--- src/rtl/inv_mix_columns_seq_if.sv ---
// Handshake bundle for the sequential InvMixColumns unit.
// Upstream accept (i_valid/o_ready), downstream offer (o_valid/i_ready), plus status.
interface inv_mix_columns_seq_if;
  logic         i_valid;
  logic         o_ready;
  logic [127:0] i_data;
  logic         o_valid;
  logic         i_ready;
  logic [127:0] o_data;
  logic         o_busy;

  modport slave  (input  i_valid, i_data, i_ready,
                  output o_ready, o_valid, o_data, o_busy);
  modport master (output i_valid, i_data, i_ready,
                  input  o_ready, o_valid, o_data, o_busy);
endinterface

--- src/rtl/inv_mix_columns_seq.sv ---
// AES InvMixColumns, one 32-bit column per clock through a shared GF(2^8) datapath.
// Result is held in DONE until downstream accepts it.
//
// state | meaning
// IDLE  | o_ready high, waiting for an input state
// CALC  | one column per cycle, counter selects column 0..3
// DONE  | o_valid high, result held until i_ready
module inv_mix_columns_seq (
  input  logic                  clk,
  input  logic                  n_rst,
  inv_mix_columns_seq_if.slave  bus
);

  typedef enum logic [1:0] {IDLE = 2'd0, CALC = 2'd1, DONE = 2'd2} state_t;

  state_t       state_q;
  logic [1:0]   cnt_q;
  logic [127:0] in_q;
  logic [127:0] out_q;
  logic         valid_q;
  logic         ready_q;
  logic         busy_q;
  logic [31:0]  col_in;
  logic [31:0]  col_d;

  function automatic logic [7:0] xt(input logic [7:0] a);
    return {a[6:0], 1'b0} ^ (a[7] ? 8'h1b : 8'h00);
  endfunction

  function automatic logic [7:0] m09(input logic [7:0] a);
    return xt(xt(xt(a))) ^ a;
  endfunction

  function automatic logic [7:0] m0b(input logic [7:0] a);
    return xt(xt(xt(a))) ^ xt(a) ^ a;
  endfunction

  function automatic logic [7:0] m0d(input logic [7:0] a);
    return xt(xt(xt(a))) ^ xt(xt(a)) ^ a;
  endfunction

  function automatic logic [7:0] m0e(input logic [7:0] a);
    return xt(xt(xt(a))) ^ xt(xt(a)) ^ xt(a);
  endfunction

  always_comb begin
    col_in = 32'h0;
    case (cnt_q)
      2'd0: col_in = in_q[127:96];
      2'd1: col_in = in_q[95:64];
      2'd2: col_in = in_q[63:32];
      2'd3: col_in = in_q[31:0];
      default: col_in = 32'h0;
    endcase
    col_d[31:24] = m0e(col_in[31:24]) ^ m0b(col_in[23:16]) ^ m0d(col_in[15:8]) ^ m09(col_in[7:0]);
    col_d[23:16] = m09(col_in[31:24]) ^ m0e(col_in[23:16]) ^ m0b(col_in[15:8]) ^ m0d(col_in[7:0]);
    col_d[15:8]  = m0d(col_in[31:24]) ^ m09(col_in[23:16]) ^ m0e(col_in[15:8]) ^ m0b(col_in[7:0]);
    col_d[7:0]   = m0b(col_in[31:24]) ^ m0d(col_in[23:16]) ^ m09(col_in[15:8]) ^ m0e(col_in[7:0]);
  end

  always_ff @(posedge clk or negedge n_rst) begin
    if (!n_rst) begin
      state_q <= IDLE;
      cnt_q   <= 2'd0;
      in_q    <= 128'h0;
      out_q   <= 128'h0;
      valid_q <= 1'b0;
      ready_q <= 1'b1;
      busy_q  <= 1'b0;
    end else begin
      case (state_q)
        IDLE: begin
          if (bus.i_valid) begin
            in_q    <= bus.i_data;
            cnt_q   <= 2'd0;
            state_q <= CALC;
            ready_q <= 1'b0;
            busy_q  <= 1'b1;
          end
        end
        CALC: begin
          case (cnt_q)
            2'd0: out_q[127:96] <= col_d;
            2'd1: out_q[95:64]  <= col_d;
            2'd2: out_q[63:32]  <= col_d;
            2'd3: out_q[31:0]   <= col_d;
            default: ;
          endcase
          cnt_q <= cnt_q + 2'd1;
          if (cnt_q == 2'd3) begin
            state_q <= DONE;
            busy_q  <= 1'b0;
            valid_q <= 1'b1;
          end
        end
        DONE: begin
          if (bus.i_ready) begin
            state_q <= IDLE;
            valid_q <= 1'b0;
            ready_q <= 1'b1;
          end
        end
        default: begin
          state_q <= IDLE;
          valid_q <= 1'b0;
          ready_q <= 1'b1;
          busy_q  <= 1'b0;
        end
      endcase
    end
  end

  assign bus.o_ready = ready_q;
  assign bus.o_valid = valid_q;
  assign bus.o_data  = out_q;
  assign bus.o_busy  = busy_q;

endmodule

--- src/flat_wrapper.sv ---
// flat-port wrapper written by rule: the top's interface ports become plain ports
module inv_mix_columns_seq_flat 
  (clk, n_rst, bus_i_valid, bus_i_data, bus_i_ready, bus_o_ready, bus_o_valid, bus_o_data, bus_o_busy);
  inv_mix_columns_seq_if bus_i ();
  input  logic clk;
  input  logic n_rst;
  input wire logic [$bits(bus_i.i_valid)-1:0] bus_i_valid;
  input wire logic [$bits(bus_i.i_data)-1:0] bus_i_data;
  input wire logic [$bits(bus_i.i_ready)-1:0] bus_i_ready;
  output wire logic [$bits(bus_i.o_ready)-1:0] bus_o_ready;
  output wire logic [$bits(bus_i.o_valid)-1:0] bus_o_valid;
  output wire logic [$bits(bus_i.o_data)-1:0] bus_o_data;
  output wire logic [$bits(bus_i.o_busy)-1:0] bus_o_busy;
  assign bus_i.i_valid = bus_i_valid;
  assign bus_i.i_data = bus_i_data;
  assign bus_i.i_ready = bus_i_ready;
  assign bus_o_ready = bus_i.o_ready;
  assign bus_o_valid = bus_i.o_valid;
  assign bus_o_data = bus_i.o_data;
  assign bus_o_busy = bus_i.o_busy;
  inv_mix_columns_seq u_core (.clk(clk), .n_rst(n_rst), .bus(bus_i));
endmodule
--- config.mk ---
export PLATFORM = sky130hd
export DESIGN_NAME = inv_mix_columns_seq_flat
export DESIGN_NICKNAME = d
export VERILOG_FILES = /design/src/rtl/inv_mix_columns_seq_if.sv /design/src/rtl/inv_mix_columns_seq.sv /design/src/flat_wrapper.sv
export SDC_FILE = /design/constraint.sdc
export NUM_CORES = 1
export LEC_CHECK = 0
export CORE_AREA = 2 2 172 174
export DETAILED_ROUTE_END_ITERATION = 8
export DIE_AREA = 0 0 174 176
export PLACE_DENSITY = 0.76
export SLEW_MARGIN = 25
export SYNTH_ARGS = -nofsm -noshare
export SYNTH_HDL_FRONTEND = slang
export SYNTH_SLANG_ARGS = --single-unit
--- constraint.sdc ---
create_clock -name clk -period 3 [get_ports clk]
set_clock_uncertainty 0.15 [all_clocks]
set_input_delay 0.75 -clock clk [delete_from_list [all_inputs] [get_ports clk]]
set_output_delay 0.75 -clock clk [all_outputs]
set_load 0.02 [all_outputs]
==> run summary <==
The flow ran to the end, but the final reports show violations. The checks that failed: setup timing. STA classifies the critical path startpoint as a register. Number of nets in the synthesized netlist: 1390. Setup repair after global routing could not meet its margin everywhere. The average instance in the mapped netlist occupies 10.6 sq um. The number of flops mapped to enable cells by yosys is 0. Headroom to the max-slew limit came out at 51.3%.

The worst setup path is captured at a register. Among all flip-flop cells after synthesis, the most frequent one is sky130_fd_sc_hd__dfrtp_1. The largest fanout on the critical path came out at 14.

For the final routed database, the setup TNS stands at -25410 ps. The total routing resource utilization after global routing came out at 28.1%. The worst hold path belongs to the class in -> async. The number of placed cells counting well taps was 2030; the number of max-cap violations was 0.

Counting flops and latches in the post-synthesis netlist gives 263. In this run the critical register-to-register path is launched from u_core.cnt_q[1]. Counting the fill cells in the layout gives 1957. Share of cells above drive strength 1: 36.2%. The logs give 0 for the number of antenna violations at the first check in global routing and 66.0 mm for the wire length of the first global-routing pass. Fraction of the yosys area taken by sequential cells: 49.3%. The cell count after synthesis is 1253, and the number of port buffers is 262. The largest net degree at the start of global routing is 80, and the number of global-route vias before repair is 11339. TritonCTS built the clock tree. The antenna diode count was 0. After the flow finishes, the layout carries non-filler instances totaling 2122. The post-layout worst setup margin is -388 ps, and the violation count after the first detailed-route iteration is 954. Final weighted congestion of routability-driven global placement: 1.03.

The initial utilization of the core area, before any placement, comes to 46.7%. The site row count was 62; the horizontal die dimension was 174 um. The clock tree root buffer cell was sky130_fd_sc_hd__clkbuf_16.

The unique cell type count in the Yosys netlist is 38. Registers take 0.00659 sq mm. From synthesis to final layout, the design area changed by 57.4%. The share of flip-flops with an asynchronous set or reset is 100%, and the area of the multi-input gates is 0.00793 sq mm. Summing every instance area after synthesis gives 0.0133 sq mm. The tools report the number of max-slew violations in the final report as 0. The count of pins on the block boundary was 263. The critical setup path kind is reg -> reg. The region available for standard cell placement spans 0.0285 sq mm.

For the worst endpoint data arrival time, the log shows 3630 ps. The post-route minimum period is 3390 ps. The die footprint is 0.0306 sq mm. Setup violations remaining at the end of the flow were counted as 119. At the pin with the least slew margin, the transition time is 730 ps.

Source-to-sink clock delay at the later pin of the worst-skew pair: 550 ps. The tools report the worst-case setup slack after placement as -623 ps. The via density per instance is 5.32, and the total detailed-routing wirelength is 44.9 mm.

Final core utilization: 73.6%. The largest buffer count on any clock path came out at 3. For the number of nets still failing antenna checks after routing, the log shows 0.

The required time of the worst setup path is 3240 ps. The number of H-tree branching levels came out at 1. The tools report the number of sinks on the clock net as 263.

The portion of the clock cycle consumed by the worst path in the final layout was 113%. The number of hold violations in the final report is 0, and the height of the die is 176 um. The half-perimeter wire length of the detailed placement result is 33.0 mm.

The average wire per cell in the routed design is 21.1 um, and the number of buffers inserted during clock tree synthesis is 28. The total overflow left after global routing is 0. For this block, the via count after detailed routing is 11295.

For this run, the top clock speed supported by timing is 295 MHz. The critical path starts at u_core.cnt_q[1]. Clock-pin slew was measured on the worst setup and hold paths at 70 ps. The Yosys warning count is 0, and the layout net count is 1857. The number of remaining DRC errors was 0.

The first detailed-routing pass took 7 iterations.
==> cell usage after synthesis, types with 2 or more instances <==
library cell / number / area share, %
sky130_fd_sc_hd__dfrtp_1: 262 / 49
sky130_fd_sc_hd__xnor2_1: 202 / 13
sky130_fd_sc_hd__nand2_1: 162 / 4.6
sky130_fd_sc_hd__o21ai_0: 143 / 5.4
sky130_fd_sc_hd__mux2_2: 129 / 11
sky130_fd_sc_hd__clkbuf_1: 81 / 2.3
sky130_fd_sc_hd__xor2_1: 81 / 5.3
sky130_fd_sc_hd__a21oi_1: 47 / 1.8
sky130_fd_sc_hd__nor2_1: 47 / 1.3
sky130_fd_sc_hd__a222oi_1: 31 / 2.3
sky130_fd_sc_hd__o21ai_1: 11 / 0.41
sky130_fd_sc_hd__buf_1: 8 / 0.23
sky130_fd_sc_hd__ha_1: 5 / 0.47
sky130_fd_sc_hd__nor2b_1: 5 / 0.23
sky130_fd_sc_hd__buf_2: 4 / 0.15
sky130_fd_sc_hd__inv_1: 4 / 0.11
sky130_fd_sc_hd__a22o_1: 3 / 0.20
sky130_fd_sc_hd__mux2i_1: 3 / 0.23
sky130_fd_sc_hd__and2_1: 2 / 0.094
sky130_fd_sc_hd__buf_6: 2 / 0.17
sky130_fd_sc_hd__nand2b_1: 2 / 0.094
sky130_fd_sc_hd__nand4_1: 2 / 0.094
sky130_fd_sc_hd__o21a_1: 2 / 0.11
==> cells by family after synthesis <==
| family | share of synthesized area (%) |
|---|---|
| adder cells (fa/ha/maj) | 0.469 |
| multiplexers | 11.3 |
| flip-flops | 49.3 |
| XOR/XNOR | 18.8 |
| AO/OA/AOI/OAI | 10.6 |
| AND/OR/NAND/NOR | 6.52 |
| buffers and inverters | 2.99 |
==> cell type report <==
| class | count | share of cell area, % |
|---|---|---|
| clock buffers | 38 | 3.76 |
| clock inverters | 10 | 0.667 |
| inverters | 4 | 0.0715 |
| multi-input cells | 890 | 37.8 |
| flip-flops and latches | 263 | 31.4 |
| well taps | 384 | 2.29 |
| repair buffers | 533 | 24.1 |
==> final timing paths <==
| path | to | slack, ps | depth (start not counted) |
|---|---|---|---|
| setup / recovery | u_core.bus.o_data[110] | -390 | 16 |
| hold / removal | u_core.bus.o_data[104] | 70 | 1 |
| setup reg to reg | u_core.bus.o_data[110] | -390 | 16 |
| hold reg to reg | u_core.bus.o_data[80] | 320 | 2 |
| max in group asynchronous | u_core.in_q[101] | 1880 | 2 |
| min in group clk | u_core.bus.o_data[80] | 320 | 2 |
==> sequential cells by signal, indices dropped and copies added (netlist names) <==
signal and cells:
u_core.bus.o_data 128, u_core.in_q 128, u_core.cnt_q 2, u_core.state_q 2, u_core.bus.o_busy 1, u_core.bus.o_ready 1, u_core.bus.o_valid 1
==> what timing repair did <==
item,CTS,global route
gates cloned,1,1
pin swaps,47,85
buffers inserted,19,25
hold buffers,0,0
hold endpoints to repair,0,0
resized for setup,161,146
setup endpoints to repair,128,128
==> per-stage QoR <==
stage / hold WS, ps / area [sq um]
3_5_place_dp: 319 / 18100
3_3_place_gp: 312 / 18100
2_1_floorplan: 304 / 13400
6_report: 65.7 / 21000
4_1_cts: 73.3 / 20100
5_1_grt: 105 / 21000
==> cells in the final DEF, fill, tap and decap left out, types with 3 or more instances in the layout <==
cell | synthesis | routed
sky130_fd_sc_hd__clkdlybuf4s50_1 | 0 | 261
sky130_fd_sc_hd__dfrtp_1 | 262 | 260
sky130_fd_sc_hd__buf_4 | 1 | 219
sky130_fd_sc_hd__nand2_1 | 162 | 158
sky130_fd_sc_hd__mux2_2 | 129 | 129
sky130_fd_sc_hd__xnor2_1 | 202 | 110
sky130_fd_sc_hd__o21ai_1 | 11 | 83
sky130_fd_sc_hd__xnor2_2 | 0 | 72
sky130_fd_sc_hd__o21ai_0 | 143 | 60
sky130_fd_sc_hd__nor2_1 | 47 | 45
sky130_fd_sc_hd__xor2_1 | 81 | 44
sky130_fd_sc_hd__a222oi_1 | 31 | 31
sky130_fd_sc_hd__buf_6 | 2 | 31
sky130_fd_sc_hd__clkbuf_16 | 0 | 30
sky130_fd_sc_hd__xor2_2 | 0 | 28
sky130_fd_sc_hd__a21oi_1 | 47 | 23
sky130_fd_sc_hd__xnor2_4 | 0 | 20
sky130_fd_sc_hd__buf_12 | 0 | 19
sky130_fd_sc_hd__a21oi_2 | 1 | 16
sky130_fd_sc_hd__o21ai_2 | 0 | 10
sky130_fd_sc_hd__a21oi_4 | 0 | 9
sky130_fd_sc_hd__xor2_4 | 0 | 9
sky130_fd_sc_hd__clkbuf_1 | 81 | 6
sky130_fd_sc_hd__nor2b_1 | 5 | 5
sky130_fd_sc_hd__nand2_2 | 0 | 4
sky130_fd_sc_hd__inv_2 | 0 | 3
sky130_fd_sc_hd__a22o_1 | 3 | 3
sky130_fd_sc_hd__clkinv_2 | 0 | 3
sky130_fd_sc_hd__clkbuf_8 | 0 | 3
sky130_fd_sc_hd__bufinv_16 | 0 | 3
==> critical path: stages, from the launching register on <==
cell                       delay [ps]
sky130_fd_sc_hd__dfrtp_2          440
sky130_fd_sc_hd__inv_2             70
sky130_fd_sc_hd__ha_4             190
sky130_fd_sc_hd__buf_12           150
sky130_fd_sc_hd__buf_4            150
sky130_fd_sc_hd__a222oi_1         380
sky130_fd_sc_hd__buf_4            230
sky130_fd_sc_hd__xnor2_1          150
sky130_fd_sc_hd__a21oi_2           80
sky130_fd_sc_hd__buf_4            160
sky130_fd_sc_hd__buf_4            140
sky130_fd_sc_hd__buf_6            120
sky130_fd_sc_hd__xor2_2           150
sky130_fd_sc_hd__xnor2_1          260
sky130_fd_sc_hd__xnor2_1          170
sky130_fd_sc_hd__buf_4            150
sky130_fd_sc_hd__o21ai_0           90
==> routing by layer <==
layer / part of all wire [%] / GRT usage [%]
met1: 40 / 36.7
met2: 51 / 48.8
met5: 0 / 0
met3: 6.3 / 3.68
met4: 3.2 / 8.89
Power is not shown: default switching activity piles up to over one toggle a cycle in this logic, so the estimate is an artifact.
